File: config.mk
export PLATFORM = sky130hd
export DESIGN_NAME = mdio_master
export DESIGN_NICKNAME = d
export VERILOG_FILES = /design/src/rtl/mdio_master.sv
export SDC_FILE = /design/constraint.sdc
export NUM_CORES = 1
export LEC_CHECK = 0
export CAP_MARGIN = 25
export CELL_PAD_IN_SITES_DETAIL_PLACEMENT = 0
export CELL_PAD_IN_SITES_GLOBAL_PLACEMENT = 1
export CORE_ASPECT_RATIO = 1.2
export CORE_MARGIN = 8
export CORE_UTILIZATION = 39
export DETAILED_ROUTE_END_ITERATION = 8
export MAX_ROUTING_LAYER = met4
export PLACE_DENSITY = 0.77
export SETUP_SLACK_MARGIN = 0.1
export SLEW_MARGIN = 10
export SYNTH_ARGS = -nofsm -noshare
export SYNTH_HDL_FRONTEND = slang
export SYNTH_SLANG_ARGS = --single-unit
File: constraint.sdc
create_clock -name clk_50 -period 3.4 [get_ports clk_50]
set_clock_uncertainty 0.2 [all_clocks]
set_input_delay 0.51 -clock clk_50 [delete_from_list [all_inputs] [get_ports clk_50]]
set_output_delay 0.51 -clock clk_50 [all_outputs]
set_load 0.02 [all_outputs]
File: src/rtl/mdio_master.sv
// rtl/mdio_master.sv - clause-22 MDIO management master; MDIO_PRE_SUPPRESS_EN skips the 32-bit preamble
module mdio_master #(
    parameter int CLK_DIV = 10
) (
    input  logic        clk_50,
    input  logic        reset_n,
    input  logic        cmd_valid,
    output logic        cmd_ready,
    input  logic        cmd_write,
    input  logic [4:0]  cmd_phy_addr,
    input  logic [4:0]  cmd_reg_addr,
    input  logic [15:0] cmd_wdata,
    output logic        rsp_valid,
    output logic [15:0] rsp_rdata,
    output logic        rsp_ta_error,
    output logic        busy,
    output logic        mdc,
    output logic        mdio_o,
    output logic        mdio_oe,
    input  logic        mdio_i
);

    localparam logic [7:0] DIV_LAST = 8'(CLK_DIV - 1);

    typedef enum logic [2:0] {IDLE, PRE, HDR, TA, DATA, GAP} state_t;

`ifdef MDIO_PRE_SUPPRESS_EN
    localparam state_t FIRST_STATE = HDR;
`else
    localparam state_t FIRST_STATE = PRE;
`endif

    state_t      state, state_n;
    logic [4:0]  slot_cnt, slot_n;
    logic [7:0]  div_cnt, div_n;
    logic        hi_phase, hi_n;
    logic        accept, done, start_slot, mid_slot;

    logic        wr_q;
    logic [13:0] hdr_q;
    logic [15:0] wdata_q;
    logic [15:0] rx_q;
    logic        ta_q;

    logic        wr_n;
    logic [13:0] hdr_n;
    logic [15:0] wdata_n;
    logic        o_n, oe_n;

    assign cmd_ready = (state == IDLE);
    assign busy      = ~cmd_ready;
    assign mdc       = hi_phase;

    // Command fields seen by the bit selector: live inputs on the accept edge, latched copies afterwards
    assign wr_n    = accept ? cmd_write : wr_q;
    assign hdr_n   = accept ? {2'b01, (cmd_write ? 2'b01 : 2'b10), cmd_phy_addr, cmd_reg_addr} : hdr_q;
    assign wdata_n = accept ? cmd_wdata : wdata_q;

    // State register and MDC bit-slot timing counters
    always_ff @(posedge clk_50 or negedge reset_n) begin
        if (!reset_n) begin
            state    <= IDLE;
            slot_cnt <= 5'd0;
            div_cnt  <= 8'd0;
            hi_phase <= 1'b0;
        end else begin
            state    <= state_n;
            slot_cnt <= slot_n;
            div_cnt  <= div_n;
            hi_phase <= hi_n;
        end
    end

    // Next-state: accept in IDLE, advance divider, then phase, then slot, then frame section
    always_comb begin
        state_n    = state;
        slot_n     = slot_cnt;
        div_n      = div_cnt;
        hi_n       = hi_phase;
        accept     = 1'b0;
        done       = 1'b0;
        start_slot = 1'b0;
        mid_slot   = 1'b0;
        if (state == IDLE) begin
            if (cmd_valid) begin
                accept     = 1'b1;
                start_slot = 1'b1;
                state_n    = FIRST_STATE;
                slot_n     = 5'd0;
                div_n      = 8'd0;
                hi_n       = 1'b0;
            end
        end else if (div_cnt == DIV_LAST) begin
            div_n = 8'd0;
            hi_n  = ~hi_phase;
            if (!hi_phase) begin
                mid_slot = 1'b1;
            end else begin
                start_slot = 1'b1;
                slot_n     = slot_cnt + 5'd1;
                case (state)
                    PRE:  if (slot_cnt == 5'd31) begin state_n = HDR;  slot_n = 5'd0; end
                    HDR:  if (slot_cnt == 5'd13) begin state_n = TA;   slot_n = 5'd0; end
                    TA:   if (slot_cnt == 5'd1)  begin state_n = DATA; slot_n = 5'd0; end
                    DATA: if (slot_cnt == 5'd15) begin state_n = GAP;  slot_n = 5'd0; end
                    GAP: begin
                        state_n = IDLE;
                        slot_n  = 5'd0;
                        done    = 1'b1;
                    end
                    default: state_n = IDLE;
                endcase
            end
        end else begin
            div_n = div_cnt + 8'd1;
        end
    end

    // Bit and enable for the slot being entered; the bus is released outside PRE/HDR and write TA/DATA
    always_comb begin
        o_n  = 1'b1;
        oe_n = 1'b0;
        case (state_n)
            PRE: oe_n = 1'b1;
            HDR: begin
                oe_n = 1'b1;
                o_n  = hdr_n[4'd13 - slot_n[3:0]];
            end
            TA: if (wr_n) begin
                oe_n = 1'b1;
                o_n  = (slot_n == 5'd0);
            end
            DATA: if (wr_n) begin
                oe_n = 1'b1;
                o_n  = wdata_n[4'd15 - slot_n[3:0]];
            end
            default: ;
        endcase
    end

    // Command latch, pin drive, MDIO sampling on the rising MDC edge, and response capture
    always_ff @(posedge clk_50 or negedge reset_n) begin
        if (!reset_n) begin
            wr_q         <= 1'b0;
            hdr_q        <= 14'd0;
            wdata_q      <= 16'd0;
            rx_q         <= 16'd0;
            ta_q         <= 1'b0;
            mdio_o       <= 1'b1;
            mdio_oe      <= 1'b0;
            rsp_valid    <= 1'b0;
            rsp_rdata    <= 16'd0;
            rsp_ta_error <= 1'b0;
        end else begin
            rsp_valid <= done;
            if (accept) begin
                wr_q    <= wr_n;
                hdr_q   <= hdr_n;
                wdata_q <= wdata_n;
            end
            if (start_slot) begin
                mdio_o  <= o_n;
                mdio_oe <= oe_n;
            end
            if (mid_slot && !wr_q) begin
                if (state == TA && slot_cnt == 5'd1)
                    ta_q <= mdio_i;
                if (state == DATA)
                    rx_q <= {rx_q[14:0], mdio_i};
            end
            if (done) begin
                rsp_rdata    <= wr_q ? 16'd0 : rx_q;
                rsp_ta_error <= wr_q ? 1'b0 : ta_q;
            end
        end
    end

endmodule
After elaboration in Yosys (flattened, before gate mapping)
Index checks and enable logic that the tools add are counted.
Operators by class
  add/sub/neg operators: 4
  order comparisons: 2
  eq/ne operators: 15
  mux-type cells: 51
  bitwise logic cells: 2
  reduce and logical (&&, ||, !) cells: 11
Operator list (count)
  5-bit two-way mux: 8
  16-bit two-way mux: 2
  5-bit case mux with 5 select lines: 1
  3-bit two-way mux: 8
  8-bit two-way mux: 3
  1-bit two-way mux: 22
  14-bit two-way mux: 1
  3-bit by 2-bit == test with 1-bit output, second input constant: 4
  3-bit case mux with 4 select lines: 1
  5-bit by 4-bit == test with 1-bit output, second input constant: 2
  4-bit by 5-bit < comparator with 1-bit output, second input constant: 2
  3-bit == test, second input constant: 3
  8-bit by 1-bit adder with 8-bit output, second input constant: 1
  1-bit binary-select mux with 4-bit select: 2
  8-bit by 4-bit == test with 1-bit output, second input constant: 1
  4-bit subtractor, first input constant: 2
  3-bit by 1-bit == test with 1-bit output, second input constant: 2
  2-bit AND reduction: 3
  5-bit by 1-bit adder with 5-bit output, second input constant: 1
  5-bit by 1-bit == test with 1-bit output, second input constant: 1
  5-bit == test, second input constant: 1
  5-bit logical NOT: 1
  2-bit OR reduction: 2
  3-bit logical NOT: 1
  8 further kinds: 10
Storage, ports and cells
  register bits after elaboration: 85
  logic and storage cells: 99

Depth between registers and ports, before layout
Gate-level depths: netlist of the first run.
  depth after elaboration: 11
  depth in mapped cells: 17

Least setup slack after synthesis of the first run
Ideal clock, no wire load.
  path kind: reg-to-reg
  start point: reg slot_cnt[1]
  end point: reg mdio_o
  library setup time: 98 ps
  arrival time: 3449 ps
  setup slack: -348 ps
  stages on the path, launching flop included: 17
  path buffers: 2
  clock period less this slack: 3748 ps
  cells stage by stage: dfrtp_1 > ha_1 > nand3_1 > inv_1 > ha_1 > or2_2 > a2111oi_0 > and2_1 > a22oi_4 > inv_2 > buf_6 > ha_1 > clkbuf_1 > inv_1 > o311a_1 > nor4bb_1 > o311ai_1
On the way
  cells in the longest elaborated chain, start to end: 11
  elaborated cells on any way between the ends: 35
  those cells by class: 3 x add/sub; 7 x eq/ne; 24 x mux; 1 x reduce/logical
Ends and longest elaborated chain
  from (decl): RTL line 34  | logic [4:0] slot_cnt, slot_n;
  from (signal assigned): RTL line 68  | slot_cnt <= slot_n;
  5-bit by 1-bit adder with 5-bit output, or another cell as far along: RTL line 100  | slot_n = slot_cnt + 5'd1;
  5-bit two-way mux (on tied branches)
  5-bit case mux with 5 select lines: RTL line 101  | case (state)
  5-bit two-way mux: RTL line 96  | if (!hi_phase) begin
  5-bit two-way mux: RTL line 93  | end else if (div_cnt == DIV_LAST) begin
  5-bit two-way mux *: RTL line 84  | if (state == IDLE) begin
  net slot_n[1]: RTL line 34
  4-bit subtractor: RTL line 135  | o_n = wdata_n[4'd15 - slot_n[3:0]];
  1-bit binary-select mux with 4-bit select: RTL line 135
  1-bit two-way mux (implied by the code): RTL line 135
  1-bit two-way mux: RTL line 133  | DATA: if (wr_n) begin
  1-bit case mux with 3 select lines *: RTL line 123  | case (state_n)
  to (signal assigned): RTL line 162  | mdio_o <= o_n;
  to (decl): RTL line 18  | output logic mdio_o,
Mark *: on every way through the listed nets, which the timed path passes. The rest lies on a longest branch. The select of a mux whose other input is x is not followed.
A chain may end at the register's enable or synchronous reset.

Worst setup path in the final report of the first run
  start point: reg slot_cnt[1]
  end point: reg mdio_o
On the way
  cells in the longest elaborated chain, start to end: 11
  elaborated cells on any way between the ends: 35
  those cells by class: 3 x add/sub; 7 x eq/ne; 24 x mux; 1 x reduce/logical
Ends and longest elaborated chain (RTL line)
  5-bit by 1-bit adder with 5-bit output, or another cell as far along: 100
  5-bit two-way mux (on tied branches)
  5-bit case mux with 5 select lines *: 101
  5-bit two-way mux *: 96
  5-bit two-way mux *: 93
  5-bit two-way mux *: 84
  net slot_n[2]: 34
  4-bit subtractor: 135
  1-bit binary-select mux with 4-bit select: 135
  1-bit two-way mux (implied by the code): 135
  1-bit two-way mux: 133
  1-bit case mux with 3 select lines *: 123
Marked as above.

==> results.rst, run 1 <==
.. list-table::
   :header-rows: 1

   * - Metric
     - Value
   * - Critical path destination
     - mdio_o$_DFFE_PN1P_
   * - Destination of the worst register-to-register timing path
     - mdio_o$_DFFE_PN1P_
   * - FF+latch area
     - 2130 um^2
   * - Clock transition at the registers of the reported paths
     - 0.07 ns
   * - Path class of the lowest-slack min-delay path
     - reg2reg
   * - Initial Utilization
     - 0.393
   * - Fmax
     - 0.308 GHz
   * - TritonRoute pass-1 iters
     - 4
   * - Sequential-to-total area share from yosys stat
     - 0.498
   * - Transition at the pin with the smallest max-transition slack
     - 0.726 ns
   * - Total global routing track utilization
     - 0.154
   * - Final weighted congestion in routability-driven placement
     - 0.934
   * - Fraction of registers with async set or reset after synthesis
     - 1.00
   * - Mapped cell area
     - 4270 um^2
   * - DIE WIDTH
     - 112 um
   * - Detail Route met3 WL
     - 370 um
   * - CTS tree
     - yes
   * - Uppermost layer routed
     - met4
   * - Worst reg2reg setup slack
     - 0.15 ns
   * - Reg-to-Reg Start
     - slot_cnt[1]$_DFF_PN0_
   * - H-tree levels
     - 3
   * - Number of pins with negative max-slew slack in the final report
     - 0
   * - Worst hold slack
     - 0.263 ns
   * - Final setup TNS
     - 0 ns
   * - Fraction of layout instances using a drive strength above 1
     - 0.183
   * - Most used flip-flop cell after synthesis
     - sky130_fd_sc_hd__dfrtp_1
   * - Final hold violation count
     - 0
   * - Critical Path Fanout Max
     - 7
   * - Critical path data arrival time
     - 3.29 ns
   * - Vias in the first global route
     - 3533
   * - Flop and latch count out of synthesis
     - 85
   * - Clk Latency, worst-skew pair
     - 0.34 ns
   * - PwrDens
     - 398 nW/um^2
   * - Per-instance average area after synthesis
     - 9.52 um^2
   * - Initial antenna violation count
     - 0
   * - Multi-input logic area
     - 2120 um^2
   * - Synthesized net count
     - 488
   * - Category of the most critical setup path
     - reg2reg
   * - Unique cell type count in the Yosys netlist
     - 56
   * - Setup Viol. Count Final
     - 0
   * - DR vias/cell
     - 5.24
   * - Max clock buf depth
     - 2
   * - First-pass GRT wire length
     - 17300 um
   * - MaxCap Viol Count
     - 0
   * - Critical Path Start
     - slot_cnt[1]$_DFF_PN0_
   * - Total via count in the routed design
     - 3445
   * - Number of warnings printed during yosys synthesis
     - 0
   * - Ratio of final minimum period to clock period
     - 0.955
   * - Final period demand of the worst path
     - 3.25 ns
   * - Core region area
     - 10900 um^2
   * - Sort of element at the end of the critical path
     - flip-flop
   * - Number of instances in the synthesized netlist
     - 449
   * - Half-perimeter wire length of the detailed placement result
     - 7280 um
   * - Status
     - finished clean
   * - Detailed-route DRC error count
     - 0
   * - ANT cells
     - 0
   * - Die area
     - 14600 um^2
   * - Crit path launch type
     - flip-flop
   * - Worst slew margin relative to its limit
     - 0.514
   * - Met1 Routed Length
     - 4480 um
   * - Filler Cells Inserted
     - 1028
   * - Count of pins on the block boundary
     - 54
   * - Number of antenna-violating nets in the routed design
     - 0
   * - Synth-to-layout area growth
     - 31.2%
   * - Number of enable-type register cells in the synthesized netlist
     - 0
   * - Root buffer cell
     - sky130_fd_sc_hd__clkbuf_16
   * - Detailed Route Iter0 Violations
     - 113
   * - Overall routed net length
     - 10300 um
   * - Overall die height
     - 131 um
   * - Leak Pwr
     - 2.61 nW
   * - Clk sink count
     - 85
   * - Unrepaired setup endpoints after global routing
     - yes
   * - Pin count of the biggest net entering global routing
     - 86
   * - Number of buffer cells added on primary ports
     - 53
   * - Layout Nets
     - 559
   * - Endpoint required time on the critical path
     - 3.45 ns
   * - Met2 WL
     - 5200 um
   * - Placement row count
     - 42
   * - Total gr overflow
     - 0
   * - Worst R2R Path Depth
     - 13
   * - Clock buffer count from CTS
     - 9
   * - Wire per inst
     - 15.7 um
   * - Largest voltage drop on the vdd net
     - 0.240 mV
## through the flow
step                std cells  utilization  setup slack, ns  instance area (um^2)  power [mW]
floorplan                 449            -            0.115                  4340        1.08
global placement          626        0.464            0.129                  5050        1.15
detailed placement        626        0.464           0.0292                  5050        1.15
CTS                       645        0.497            0.102                  5400        2.25
global route              657        0.515           0.0437                  5610        2.31
finish                    657        0.515            0.154                  5610        2.23
## timing repair
item / in CTS / in global routing
buffers inserted: 3 / 10
endpoints found under the hold margin: 0 / 20
pin swaps: 4 / 10
setup endpoints to repair: 1 / 1
resized for setup: 0 / 19
hold buffers: 0 / 1
## sequential cells by signal (all words and copies together), names as in the netlist, 3 cells and up
signal / cells
div_cnt: 8
slot_cnt: 5
state: 3
rx_q: 16
wdata_q: 16
rsp_rdata: 16
hdr_q: 14
## worst max-delay path: stages, from the launching register on
cell and delay, ns:
sky130_fd_sc_hd__dfrtp_2 0.44, sky130_fd_sc_hd__ha_4 0.18, sky130_fd_sc_hd__nand3_4 0.09, sky130_fd_sc_hd__inv_4 0.05, sky130_fd_sc_hd__ha_2 0.20, sky130_fd_sc_hd__and3b_2 0.25
sky130_fd_sc_hd__a21oi_2 0.14, sky130_fd_sc_hd__a21oi_2 0.10, sky130_fd_sc_hd__o31ai_4 0.40, sky130_fd_sc_hd__ha_4 0.25, sky130_fd_sc_hd__inv_2 0.06, sky130_fd_sc_hd__o311a_1 0.36
sky130_fd_sc_hd__nor4bb_1 0.13, sky130_fd_sc_hd__o311ai_1 0.29
## kinds of logic (layout without fill, tap and decap cells)
group	after synthesis	after routing	share of synthesized area
and+or+nand+nor	223	223	0.254
adders and majority gates	8	8	0.0234
xor gates and xnor gates	2	2	0.00410
DFF	85	85	0.498
muxes	26	26	0.0717
buffers and inverters	37	113	0.0366
AOI/OAI and AO/OA	68	68	0.113
## where the power goes
group          total (mW)  leakage [nW]  switching [mW]  internal, mW
Clock                1.09         0.155           0.440         0.654
Combinational      0.0991          1.35          0.0479        0.0513
Sequential           1.04          1.11         0.00769          1.03
Total                2.23          2.61           0.495          1.73
## synth_stat cells (all sizes together) (3+ instances only)
cell     instances  area [um^2]
nand2          134          503
dfrtp           84         2100
o21ai           21          105
clkbuf          19         71.3
nand3b          18          135
mux2            17          191
nor2            16         76.3
inv             14         52.6
a21oi            9         45.0
and2             8         52.6
ha               8          100
o2111ai          8         70.1
mux2i            7         70.1
o211ai           7         57.6
and3             6         37.5
nand3            6         30.0
or3              6         37.5
o31ai            5         51.3
a31oi            4         25.0
buf              4         32.5
nand4            4         25.0
nor2b            4         25.0
nor3             4         20.0
nand2b           3         18.8
o21a             3         22.5
or2              3         18.8
## per-layer routing
layer  up-vias  global-route usage
met4         0              0.0685
met3        23              0.0336
met5         -                   -
li1       1697                   -
met2        67               0.266
met1      1658               0.168
## cell usage in the layout (no fill, tap or decap), drive strengths merged, types with 2 or more instances in the layout
cell type and instances:
a21o 2, a21oi 9, a31oi 4, and2 8
and3 6, and3b 2, buf 30, bufinv 2
clkbuf 9, clkdlybuf4s50 52, clkinvlp 2, dfrtp 84
ha 8, inv 17, mux2 17, mux2i 7
mux4 2, nand2 134, nand2b 3, nand3 6
nand3b 18, nand4 4, nor2 16, nor2b 4
nor3 4, o2111ai 8, o211ai 7, o21a 3
o21ai 21, o311ai 2, o31ai 5, or2 3
or3 6, or4 2, or4b 2
## cell type report
| type | count | area share |
|---|---|---|
| Multi-Input combinational cell | 327 | 0.379 |
| Inverter | 14 | 0.0103 |
| Clock buffer | 9 | 0.0402 |
| Clock inverter | 7 | 0.0185 |
| Timing Repair Buffer | 83 | 0.143 |
| Tap cell | 132 | 0.0295 |
| Sequential cell | 85 | 0.380 |
## how the worst min path moves through the flow
stage	start	endpoint	slack, ns	cells past startpoint
after CTS	reset_n	div_cnt[2]$_DFFE_PN0P_	0.20	1
after floorplan	reset_n	div_cnt[0]$_DFFE_PN0P_	0.01	0
after global routing	rsp_rdata[7]$_DFFE_PN0P_	rsp_rdata[7]$_DFFE_PN0P_	0.29	2
after global placement	rsp_rdata[1]$_DFFE_PN0P_	rsp_rdata[1]$_DFFE_PN0P_	0.25	2
after detailed placement	rsp_rdata[14]$_DFFE_PN0P_	rsp_rdata[14]$_DFFE_PN0P_	0.25	2
final	rsp_rdata[14]$_DFFE_PN0P_	rsp_rdata[14]$_DFFE_PN0P_	0.26	2
Note: power is estimated with default switching activity, not from simulation.
==> inputs of run 2 (changes only) <==
--- a/config.mk
+++ b/config.mk
@@ -12,7 +12,8 @@
 export CORE_MARGIN = 8
-export CORE_UTILIZATION = 39
+export CORE_UTILIZATION = 46
 export DETAILED_ROUTE_END_ITERATION = 8
 export MAX_ROUTING_LAYER = met4
-export PLACE_DENSITY = 0.77
+export PLACE_DENSITY = 0.85
 export SETUP_SLACK_MARGIN = 0.1
+export SKIP_LAST_GASP = 1
 export SLEW_MARGIN = 10
==> constraint.sdc (replaced) <==
create_clock -name clk_50 -period 3.9 [get_ports clk_50]
set_clock_uncertainty 0.2 [all_clocks]
set_input_delay 0.585 -clock clk_50 [delete_from_list [all_inputs] [get_ports clk_50]]
set_output_delay 0.585 -clock clk_50 [all_outputs]
set_load 0.005 [all_outputs]
==> run 2 against run 1 <==
Clock-buffer cell count stayed put. Design area is 6.6% lower. Wire length is 6.8% lower. Cell count is 4.3% lower. Register-to-register slack better by 0.22 ns. Worst hold slack better by 0.0085 ns. Clock power is 34% lower. Non-clock buffer count is 16 lower. Critical path depth is 2 higher. Largest cell class unchanged.
==> results.rst, run 2 (synthesis gave the netlist of run 1 again) <==
.. list-table::
   :header-rows: 1

   * - Metric
     - Value
   * - Synth-to-layout area growth
     - 22.5% (was 31.2%)
   * - H-tree levels
     - 3 (unchanged)
   * - DR vias/cell
     - 5.36 (was 5.24)
   * - Internal power
     - 1.31 mW (was 1.73 mW)
   * - Fraction of layout instances using a drive strength above 1
     - 0.124 (was 0.183)
   * - Wire per inst
     - 15.3 um (was 15.7 um)
   * - Critical path buffers and inverters
     - 4 (was 2)
   * - Number of antenna-violating nets in the routed design
     - 0 (unchanged)
   * - Final hold violation count
     - 0 (unchanged)
   * - Setup Viol. Count Final
     - 0 (unchanged)
   * - Area of placed instances
     - 4920 um^2 (was 5050 um^2)
   * - Commonest cells after routing, fill and taps aside
     - sky130_fd_sc_hd__nand2_1 (134), sky130_fd_sc_hd__dfrtp_1 (84), sky130_fd_sc_hd__clkdlybuf4s50_1 (52), sky130_fd_sc_hd__o21ai_0 (21), sky130_fd_sc_hd__nand3b_1 (18) (was sky130_fd_sc_hd__nand2_1 (134), sky130_fd_sc_hd__dfrtp_1 (83), sky130_fd_sc_hd__clkdlybuf4s50_1 (52), sky130_fd_sc_hd__buf_4 (27), sky130_fd_sc_hd__o21ai_0 (21))
   * - Top Family by Delay on Critical Path
     - compound AO/OA/AOI/OAI gates (unchanged)
   * - Cell count after placement
     - 608 (was 626)
   * - Overall routed net length
     - 9620 um (was 10300 um)
   * - Vias in the first global route
     - 3411 (was 3533)
   * - Total gr overflow
     - 0 (unchanged)
   * - Clk Latency, worst-skew pair
     - 0.37 ns (was 0.34 ns)
   * - Fraction of power spent switching nets
     - 0.230 (was 0.222)
   * - Number of pins with negative max-slew slack in the final report
     - 0 (unchanged)
   * - Top Registers
     - rsp_rdata: 16 flops, rx_q: 16 flops, wdata_q: 16 flops (unchanged)
   * - Path class of the lowest-slack min-delay path
     - reg2reg (unchanged)
   * - Filler Cells Inserted
     - 819 (was 1028)
   * - Clock transition at the registers of the reported paths
     - 0.09 ns (was 0.07 ns)
   * - Multi-input logic area
     - 2020 um^2 (was 2120 um^2)
   * - Detailed-route DRC error count
     - 0 (unchanged)
   * - Status
     - finished clean (unchanged)
   * - Worst-path cell chain
     - ha_1 -> nand3_1 -> inv_1 -> ha_1 -> or2_2 -> a2111oi_2 -> buf_4 -> and2_1 -> a22oi_4 -> inv_2 -> ha_4 -> inv_1 -> o311a_1 -> nor4bb_1 -> o311ai_1 (was ha_4 -> nand3_4 -> inv_4 -> ha_2 -> and3b_2 -> a21oi_2 -> a21oi_2 -> o31ai_4 -> ha_4 -> inv_2 -> o311a_1 -> nor4bb_1 -> o311ai_1)
   * - Initial Utilization
     - 0.473 (was 0.393)
   * - Worst slew margin relative to its limit
     - 0.495 (was 0.514)
   * - PwrDens
     - 325 nW/um^2 (was 398 nW/um^2)
   * - Leak Pwr
     - 2.48 nW (was 2.61 nW)
   * - Worst setup slack after placement
     - 0.148 ns (was 0.0292 ns)
   * - DIE WIDTH
     - 104 um (was 112 um)
   * - Crit path launch type
     - flip-flop (unchanged)
   * - Largest voltage drop on the vdd net
     - 0.238 mV (was 0.240 mV)
   * - Fmax
     - 0.284 GHz (was 0.308 GHz)
   * - Overall die height
     - 122 um (was 131 um)
   * - Max clock buf depth
     - 2 (unchanged)
   * - Critical Path Fanout Max
     - 10 (was 7)
   * - Clock buffer count from CTS
     - 9 (unchanged)
   * - FF+latch area
     - 2130 um^2 (about the same)
   * - Final worst setup slack
     - 0.376 ns (was 0.154 ns)
   * - CP peak stage delay
     - 0.44 ns (about the same)
   * - Total global routing track utilization
     - 0.163 (was 0.154)
   * - Share of total power in the clock network
     - 0.420 (was 0.491)
   * - Category of the most critical setup path
     - reg2reg (unchanged)
   * - MaxCap Viol Count
     - 0 (unchanged)
   * - Final setup TNS
     - 0 ns (unchanged)
   * - Endpoint required time on the critical path
     - 3.96 ns (was 3.45 ns)
   * - Post-route non-filler standard cell count
     - 629 (was 657)
   * - ANT cells
     - 0 (unchanged)
   * - Half-perimeter wire length of the detailed placement result
     - 6950 um (was 7280 um)
   * - Initial antenna violation count
     - 0 (unchanged)
   * - Transition at the pin with the smallest max-transition slack
     - 0.755 ns (was 0.726 ns)
   * - Layout Nets
     - 543 (was 559)
   * - Total via count in the routed design
     - 3373 (was 3445)
   * - Critical path data arrival time
     - 3.59 ns (was 3.29 ns)
   * - Placement row count
     - 38 (was 42)
   * - Die area
     - 12600 um^2 (was 14600 um^2)
   * - Root buffer cell
     - sky130_fd_sc_hd__clkbuf_8 (was sky130_fd_sc_hd__clkbuf_16)
   * - Share of power burned in registers
     - 0.530 (was 0.465)
   * - TritonRoute pass-1 iters
     - 5 (was 4)
   * - Final period demand of the worst path
     - 3.52 ns (was 3.25 ns)
   * - Slowest cell on the critical path
     - sky130_fd_sc_hd__dfrtp_1 (was sky130_fd_sc_hd__dfrtp_2)
   * - CTS tree
     - yes (unchanged)
   * - Pin count of the biggest net entering global routing
     - 86 (unchanged)
   * - Unrepaired setup endpoints after global routing
     - no (was yes)
   * - First-pass GRT wire length
     - 16300 um (was 17300 um)
   * - Layout Cell Area excl Fill
     - 5240 um^2 (was 5610 um^2)
   * - Leading cell type in the layout, fill and taps excluded
     - sky130_fd_sc_hd__nand2_1 (unchanged)
   * - Number of buffer cells added on primary ports
     - 53 (unchanged)
   * - Count of pins on the block boundary
     - 54 (unchanged)
   * - Detailed Route Iter0 Violations
     - 111 (was 113)
   * - Ratio of final minimum period to clock period
     - 0.904 (was 0.955)
   * - Core region area
     - 9030 um^2 (was 10900 um^2)
   * - Sort of element at the end of the critical path
     - flip-flop (unchanged)
   * - Clk sink count
     - 85 (unchanged)
   * - Share of power burned in combinational logic
     - 0.050 (was 0.044)
   * - Net switching power
     - 392 uW (was 495 uW)
   * - Final weighted congestion in routability-driven placement
     - 0.866 (was 0.934)
run 2: cell types whose count changed in the layout (fill, tap and decap cells not counted), sizes merged:
cell,delta
clkinv,+1
clkinvlp,-1
buf,-16
run 2: path summary, 6_finish.rpt:
check / start / end / slack, ns / cells after the start
setup / recovery: slot_cnt[1]$_DFF_PN0_ / mdio_o$_DFFE_PN1P_ / 0.38 / 15
hold reg to reg: rsp_rdata[5]$_DFFE_PN0P_ / rsp_rdata[5]$_DFFE_PN0P_ / 0.27 / 2
hold / removal: rsp_rdata[5]$_DFFE_PN0P_ / rsp_rdata[5]$_DFFE_PN0P_ / 0.27 / 2
min in group asynchronous: reset_n / div_cnt[3]$_DFFE_PN0P_ / 0.44 / 2
max in group asynchronous: reset_n / mdio_o$_DFFE_PN1P_ / 2.42 / 3
setup reg to reg: slot_cnt[1]$_DFF_PN0_ / mdio_o$_DFFE_PN1P_ / 0.38 / 15
run 2: metrics by stage:
stage	hold WS [ns]	power (mW)	util
after floorplan	0.0894	0.945	-
final	0.271	1.70	0.580
after global placement	0.249	1.00	0.545
after CTS	0.247	1.72	0.570
after global routing	0.303	1.76	0.580
after detailed placement	0.255	1.00	0.545
run 2: timing repair:
action / CTS / global route
hold buffers: 0 / 1
endpoints found under the hold margin: 0 / 19
setup endpoints to repair: 0 / 1
buffers inserted: 0 / 3
gates resized for setup: 0 / 6
run 2: power by group through the flow:
stage                     Combinational [mW]  Sequential (mW)  Clock (mW)
after CTS                             0.0827            0.903       0.730
after global routing                  0.0956            0.905       0.762
after floorplan                       0.0275            0.918           0
after detailed placement              0.0821            0.921           0
final                                 0.0850            0.903       0.715
after global placement                0.0814            0.920           0
run 2: cell type report:
cell class,instances,share of cell area
Clock buffer,9,0.0237
Clock inverter,7,0.0201
Inverter,14,0.0100
Multi-Input combinational cell,327,0.386
Sequential cell,85,0.406
Tap cell,120,0.0287
Timing Repair Buffer,67,0.125
run 2: metal layers:
metal,GRT usage,up-vias,wire (um)
li1,-,1662,-
met2,0.266,83,4840
met1,0.182,1602,4150
met5,-,-,0
met3,0.0412,26,329
met4,0.0843,0,295
run 2: worst register-to-register path, cell delays in order (launching register included):
cell and delay, ns:
sky130_fd_sc_hd__dfrtp_1 0.44, sky130_fd_sc_hd__ha_1 0.22, sky130_fd_sc_hd__nand3_1 0.12, sky130_fd_sc_hd__inv_1 0.07
sky130_fd_sc_hd__ha_1 0.19, sky130_fd_sc_hd__or2_2 0.32, sky130_fd_sc_hd__a2111oi_2 0.30, sky130_fd_sc_hd__buf_4 0.17
sky130_fd_sc_hd__and2_1 0.16, sky130_fd_sc_hd__a22oi_4 0.10, sky130_fd_sc_hd__inv_2 0.10, sky130_fd_sc_hd__ha_4 0.18
sky130_fd_sc_hd__inv_1 0.08, sky130_fd_sc_hd__o311a_1 0.35, sky130_fd_sc_hd__nor4bb_1 0.13, sky130_fd_sc_hd__o311ai_1 0.28
==> inputs of run 3 (changes only) <==
--- a/config.mk
+++ b/config.mk
@@ -12,6 +12,6 @@
 export CORE_MARGIN = 8
-export CORE_UTILIZATION = 46
+export CORE_UTILIZATION = 43
 export DETAILED_ROUTE_END_ITERATION = 8
 export MAX_ROUTING_LAYER = met4
-export PLACE_DENSITY = 0.85
+export PLACE_DENSITY_LB_ADDON = 0.08
 export SETUP_SLACK_MARGIN = 0.1
==> constraint.sdc (replaced) <==
create_clock -name clk_50 -period 3.61 [get_ports clk_50]
set_clock_uncertainty 0.2 [all_clocks]
set_input_delay 0.361 -clock clk_50 [delete_from_list [all_inputs] [get_ports clk_50]]
set_output_delay 0.361 -clock clk_50 [all_outputs]
set_load 0.005 [all_outputs]
==> run 3 against run 2 <==
Core utilization decreased by 3.6 points. Sequential cell count unchanged. Sequential power increased by 8.2%. Via count decreased by 0.15%. Largest power group unchanged. Highest routed layer unchanged.
==> results.rst, run 3 (synthesis gave the netlist of run 1 again) <==
.. list-table::
   :header-rows: 1

   * - Metric
     - Value
   * - Placement row count
     - 40 (was 38)
   * - Number of buffer cells added on primary ports
     - 53 (unchanged)
   * - Half-perimeter wire length of the detailed placement result
     - 7370 um (was 6950 um)
   * - Crit path launch type
     - flip-flop (unchanged)
   * - Total via count in the routed design
     - 3368 (was 3373)
   * - Endpoint required time on the critical path
     - 3.65 ns (was 3.96 ns)
   * - Ratio of final minimum period to clock period
     - 0.927 (was 0.904)
   * - TritonRoute pass-1 iters
     - 4 (was 5)
   * - Clk sink count
     - 85 (unchanged)
   * - Commonest cells after routing, fill and taps aside
     - sky130_fd_sc_hd__nand2_1 (134), sky130_fd_sc_hd__dfrtp_1 (84), sky130_fd_sc_hd__clkdlybuf4s50_1 (52), sky130_fd_sc_hd__o21ai_0 (21), sky130_fd_sc_hd__buf_4 (21) (was sky130_fd_sc_hd__nand2_1 (134), sky130_fd_sc_hd__dfrtp_1 (84), sky130_fd_sc_hd__clkdlybuf4s50_1 (52), sky130_fd_sc_hd__o21ai_0 (21), sky130_fd_sc_hd__nand3b_1 (18))
   * - Transition at the pin with the smallest max-transition slack
     - 0.758 ns (was 0.755 ns)
   * - Share of power burned in registers
     - 0.508 (was 0.530)
   * - Root buffer cell
     - sky130_fd_sc_hd__clkbuf_16 (was sky130_fd_sc_hd__clkbuf_8)
   * - Internal power
     - 1.49 mW (was 1.31 mW)
   * - Initial Utilization
     - 0.434 (was 0.473)
   * - Overall die height
     - 125 um (was 122 um)
   * - CP peak stage delay
     - 0.61 ns (was 0.44 ns)
   * - Status
     - finished clean (unchanged)
   * - Share of power burned in combinational logic
     - 0.048 (was 0.050)
   * - Worst setup slack after placement
     - 0.0241 ns (was 0.148 ns)
   * - Detailed-route DRC error count
     - 0 (unchanged)
   * - H-tree levels
     - 3 (unchanged)
   * - Global routing met3 resource utilization
     - 0.0303 (was 0.0412)
   * - Total gr overflow
     - 0 (unchanged)
   * - ANT cells
     - 0 (unchanged)
   * - Fraction of layout instances using a drive strength above 1
     - 0.141 (was 0.124)
   * - Top Registers
     - rsp_rdata: 16 flops, rx_q: 16 flops, wdata_q: 16 flops (unchanged)
   * - DIE WIDTH
     - 107 um (was 104 um)
   * - Layout Nets
     - 551 (was 543)
   * - First-pass GRT wire length
     - 16800 um (was 16300 um)
   * - Global Route met2 Usage
     - 0.265 (was 0.266)
   * - Pin count of the biggest net entering global routing
     - 57 (was 86)
   * - Path class of the lowest-slack min-delay path
     - reg2reg (unchanged)
   * - Number of antenna-violating nets in the routed design
     - 0 (unchanged)
   * - Leak Pwr
     - 2.54 nW (was 2.48 nW)
   * - Total global routing track utilization
     - 0.160 (was 0.163)
   * - Layout Cell Area excl Fill
     - 5360 um^2 (was 5240 um^2)
   * - Category of the most critical setup path
     - reg2reg (unchanged)
   * - Fmax
     - 0.299 GHz (was 0.284 GHz)
   * - Vias in the first global route
     - 3454 (was 3411)
   * - Slowest cell on the critical path
     - sky130_fd_sc_hd__or4_4 (was sky130_fd_sc_hd__dfrtp_1)
   * - Highest-utilization routing layer at the global route stage
     - met2 (unchanged)
   * - PwrDens
     - 359 nW/um^2 (was 325 nW/um^2)
   * - Die area
     - 13400 um^2 (was 12600 um^2)
   * - Overall routed net length
     - 10100 um (was 9620 um)
   * - Worst slew margin relative to its limit
     - 0.493 (was 0.495)
   * - Clock buffer count from CTS
     - 9 (unchanged)
   * - Fraction of power spent switching nets
     - 0.225 (was 0.230)
   * - Final hold violation count
     - 0 (unchanged)
   * - Met1 Usage GRT
     - 0.177 (was 0.182)
   * - Post-route non-filler standard cell count
     - 643 (was 629)
   * - Worst-path cell chain
     - or4_4 -> or2_1 -> a21o_1 -> a22oi_4 -> inv_2 -> ha_2 -> inv_1 -> o311a_1 -> nor4bb_1 -> o311ai_1 (was ha_1 -> nand3_1 -> inv_1 -> ha_1 -> or2_2 -> a2111oi_2 -> buf_4 -> and2_1 -> a22oi_4 -> inv_2 -> ha_4 -> inv_1 -> o311a_1 -> nor4bb_1 -> o311ai_1)
   * - Final setup TNS
     - 0 ns (unchanged)
   * - Unrepaired setup endpoints after global routing
     - no (unchanged)
   * - Number of pins with negative max-slew slack in the final report
     - 0 (unchanged)
   * - Area of placed instances
     - 5020 um^2 (was 4920 um^2)
   * - Clock transition at the registers of the reported paths
     - 0.07 ns (was 0.09 ns)
   * - Core region area
     - 9860 um^2 (was 9030 um^2)
   * - Leading cell type in the layout, fill and taps excluded
     - sky130_fd_sc_hd__nand2_1 (unchanged)
   * - Top Family by Delay on Critical Path
     - simple AND/OR/NAND/NOR gates (was compound AO/OA/AOI/OAI gates)
   * - Detailed Route Iter0 Violations
     - 106 (was 111)
   * - MaxCap Viol Count
     - 0 (unchanged)
   * - Net switching power
     - 434 uW (was 392 uW)
   * - Critical path data arrival time
     - 3.39 ns (was 3.59 ns)
   * - Final worst setup slack
     - 0.265 ns (was 0.376 ns)
   * - Max clock buf depth
     - 2 (unchanged)
   * - Synth-to-layout area growth
     - 25.5% (was 22.5%)
   * - Clk Latency, worst-skew pair
     - 0.34 ns (was 0.37 ns)
   * - Final period demand of the worst path
     - 3.35 ns (was 3.52 ns)
   * - Filler Cells Inserted
     - 931 (was 819)
   * - Critical path buffers and inverters
     - 2 (was 4)
   * - Final weighted congestion in routability-driven placement
     - 0.885 (was 0.866)
   * - Initial antenna violation count
     - 0 (unchanged)
   * - Wire per inst
     - 15.7 um (was 15.3 um)
   * - CTS tree
     - yes (unchanged)
   * - Sort of element at the end of the critical path
     - flip-flop (unchanged)
   * - Setup Viol. Count Final
     - 0 (unchanged)
   * - Count of pins on the block boundary
     - 54 (unchanged)
   * - DR vias/cell
     - 5.24 (was 5.36)
   * - Cell count after placement
     - 622 (was 608)
   * - Critical Path Fanout Max
     - 8 (was 10)
   * - Largest voltage drop on the vdd net
     - 0.207 mV (was 0.238 mV)
   * - Share of total power in the clock network
     - 0.444 (was 0.420)
run 3: through the flow:
| step | utilization | hold slack [ns] | power (mW) |
|---|---|---|---|
| floorplan | - | -0.135 | 1.02 |
| global placement | 0.506 | 0.249 | 1.08 |
| detailed placement | 0.509 | 0.126 | 1.09 |
| CTS | 0.540 | 0.272 | 1.95 |
| global route | 0.544 | 0.287 | 1.99 |
| finish | 0.544 | 0.263 | 1.92 |
run 3: routing by layer:
metal  vias to the layer above  wire (um)
met4                         0        289
li1                       1675          -
met5                         -          0
met3                        20        352
met1                      1606       4230
met2                        67       5200
run 3: final timing paths:
check	startpoint	end	slack (ns)	cells past startpoint
max	div_cnt[4]$_DFFE_PN0P_	mdio_o$_DFFE_PN1P_	0.26	10
min in group asynchronous	reset_n	div_cnt[2]$_DFFE_PN0P_	0.30	2
max in group asynchronous	reset_n	wdata_q[10]$_DFFE_PN0P_	2.31	3
max reg2reg	div_cnt[4]$_DFFE_PN0P_	mdio_o$_DFFE_PN1P_	0.26	10
min reg2reg	rsp_rdata[14]$_DFFE_PN0P_	rsp_rdata[14]$_DFFE_PN0P_	0.26	2
min	rsp_rdata[14]$_DFFE_PN0P_	rsp_rdata[14]$_DFFE_PN0P_	0.26	2
run 3: layout make-up:
| cell class | instances | area [um^2] | area share |
|---|---|---|---|
| clock buffer | 10 | 229 | 0.0427 |
| clock inverter | 6 | 47.5 | 0.00887 |
| inverter | 14 | 52.6 | 0.00980 |
| multi-input combinational | 327 | 2030 | 0.379 |
| sequential | 85 | 2130 | 0.397 |
| tap | 126 | 158 | 0.0294 |
| timing repair buffer | 75 | 716 | 0.133 |
run 3: power groups by stage:
| stage | Combinational, mW | Sequential (mW) | Clock, mW |
|---|---|---|---|
| finish | 0.0921 | 0.977 | 0.854 |
| global route | 0.103 | 0.978 | 0.912 |
| CTS | 0.0943 | 0.977 | 0.881 |
| detailed placement | 0.0929 | 0.995 | 0 |
| global placement | 0.0885 | 0.994 | 0 |
| floorplan | 0.0297 | 0.991 | 0 |
run 3: repair_timing:
| action | in CTS | in global routing |
|---|---|---|
| buffers inserted | 1 | 3 |
| endpoints found under the setup margin | 1 | 1 |
| hold endpoints to repair | 28 | 0 |
| resized for setup | 2 | 6 |
| hold buffers | 1 | 0 |
| pin swaps | 2 | 4 |
run 3: tightest hold or removal path: cells and delay by family, from the launching register on:
kind             cells  cell delay, ns
flip-flops           1            0.34
AND/OR/NAND/NOR      2            0.09
==> RTL change: new RTL, settings of run 1 <==
Encoding of `state_t`: now one-hot (6 bits for 6 states).
--- a/src/rtl/mdio_master.sv
+++ b/src/rtl/mdio_master.sv
@@ -24,3 +24,3 @@
 
-    typedef enum logic [2:0] {IDLE, PRE, HDR, TA, DATA, GAP} state_t;
+    typedef enum logic [5:0] {IDLE = 6'b000001, PRE = 6'b000010, HDR = 6'b000100, TA = 6'b001000, DATA = 6'b010000, GAP = 6'b100000} state_t;
 
Formal check against the unedited RTL: no difference found for any inputs over 10 cycles, from zero or initial values and one cycle with reset_n low; not proved beyond that.
==> RTL change against run 1 <==
- design area is 5.1% higher
- synthesized area is 7.4% higher
- cell count is 14% higher
- sequential cell count is 3 higher
- first-iteration DRC count is 96% higher
- routed wire length is 11% higher
- setup slack worse by 110 ps
- largest cell class is now multi-input gates
Power is not compared: it rests on default switching activity, and its combinational part moved more than twofold at a synthesized area within 25%.
==> RTL change: results (changes against run 1) <==
- Total power: 3980 uW
- Max stage delay cell, worst path: or4_4
- Final WL: 11.5 mm (+11%)
- Vias: 3832 (+11%)
- RePlAce Congestion: 0.928 (-0.65%)
- Critical path fanouts, max: 4 (-3)
- XOR/XNOR Fraction of Synth Area: 0.763% (+0.35 points)
- Adder-cell share of the synthesized area: 2.18% (-0.16 points)
- Slew at the pin closest to its max-slew limit: 936 ps (+210 ps)
- Placed inst area: 5490 um2 (+8.6%)
- R2R setup slack: 50 ps (-110 ps)
- Placed Cells: 721 (+15%)
- HPWL after DPL: 8.53 mm (+17%)
- Leak pwr: 0.00263 uW
- Hold path startpoint: rsp_rdata[2]$_DFFE_PN0P_
- Filler cell count: 1130 (+9.9%)
- Status: finished clean
- Avg Inst Size Synth: 9.14 um2 (-4.0%)
- Slowest Stage Delay on Critical Path: 560 ps (+120 ps)
- WHS Endpoint: rsp_rdata[2]$_DFFE_PN0P_
- Vias in the first global route: 3956 (+12%)
- Pre-CTS setup slack: 14.9 ps (-14.4 ps)
- Syn nets: 541 (+11%)
- Via density: 5.13 (-2.2%)
- Hold slack final: 274 ps (+10.9 ps)
- Drt pass-1 iters: 4 (unchanged)
- WP data arrival: 3400 ps (+110 ps)
- Synth-to-layout area growth: 28.4%
- Buffers on Ports: 53 (unchanged)
- Largest net degree at the start of global routing: 35 (-59%)
- Starting DRT DRC Count: 221 (+96%)
- First-pass GRT wire length: 19.4 mm (+12%)
- Worst r2r src: state[1]$_DFF_PN0_
- Fmax: 298 MHz (-3.2%)
- Seq/Total Area, Yosys: 48.0% (-1.8 points)
- Number of library cell types mapped by synthesis: 58 (+3.6%)
- Mux share of post-synthesis cell area: 6.57% (-0.60 points)
- Top post-synthesis cells by area: dfrtp_1, nand2_1, o21ai_0
- Gr usage total: 16.2% (+0.89 points)
- Commonest cells post-synth: nand2_1, dfrtp_1, o21ai_0
- Final #Nets: 624 (+12%)
==> RTL change: cell types whose count changed after synthesis, sizes merged, moves of 8 or more <==
cell,before,now
o21ai,21,43
nand2b,3,23
nand3b,18,1
nor3,4,17
nor2,16,27
nand2,134,126
o2111ai,8,0
==> RTL change: layout make-up <==
cell class / count / share of cell area [%]
Inverter: 14 / 1.06
Sequential cell: 88 / 37.4
Tap cell: 157 / 3.33
Clock inverter: 7 / 1.02
Multi-Input combinational cell: 374 / 38.6
Clock buffer: 9 / 3.82
Timing Repair Buffer: 98 / 14.7
==> RTL change: layer usage <==
metal	vias up	GRT usage [%]	share of wire, %
met5	-	-	0
met4	0	7.10	3.3
met3	29	4.11	3.9
met2	91	26.7	49
met1	1813	18.4	44
li1	1899	-	-
==> RTL change: repair_timing <==
action                                  in CTS  in global routing
hold buffers                                 1                  0
gates resized for setup                      3                  5
setup buffers                                7                  2
endpoints found under the setup margin       1                  2
pin swaps                                    3                  5
hold endpoints to repair                    28                  0
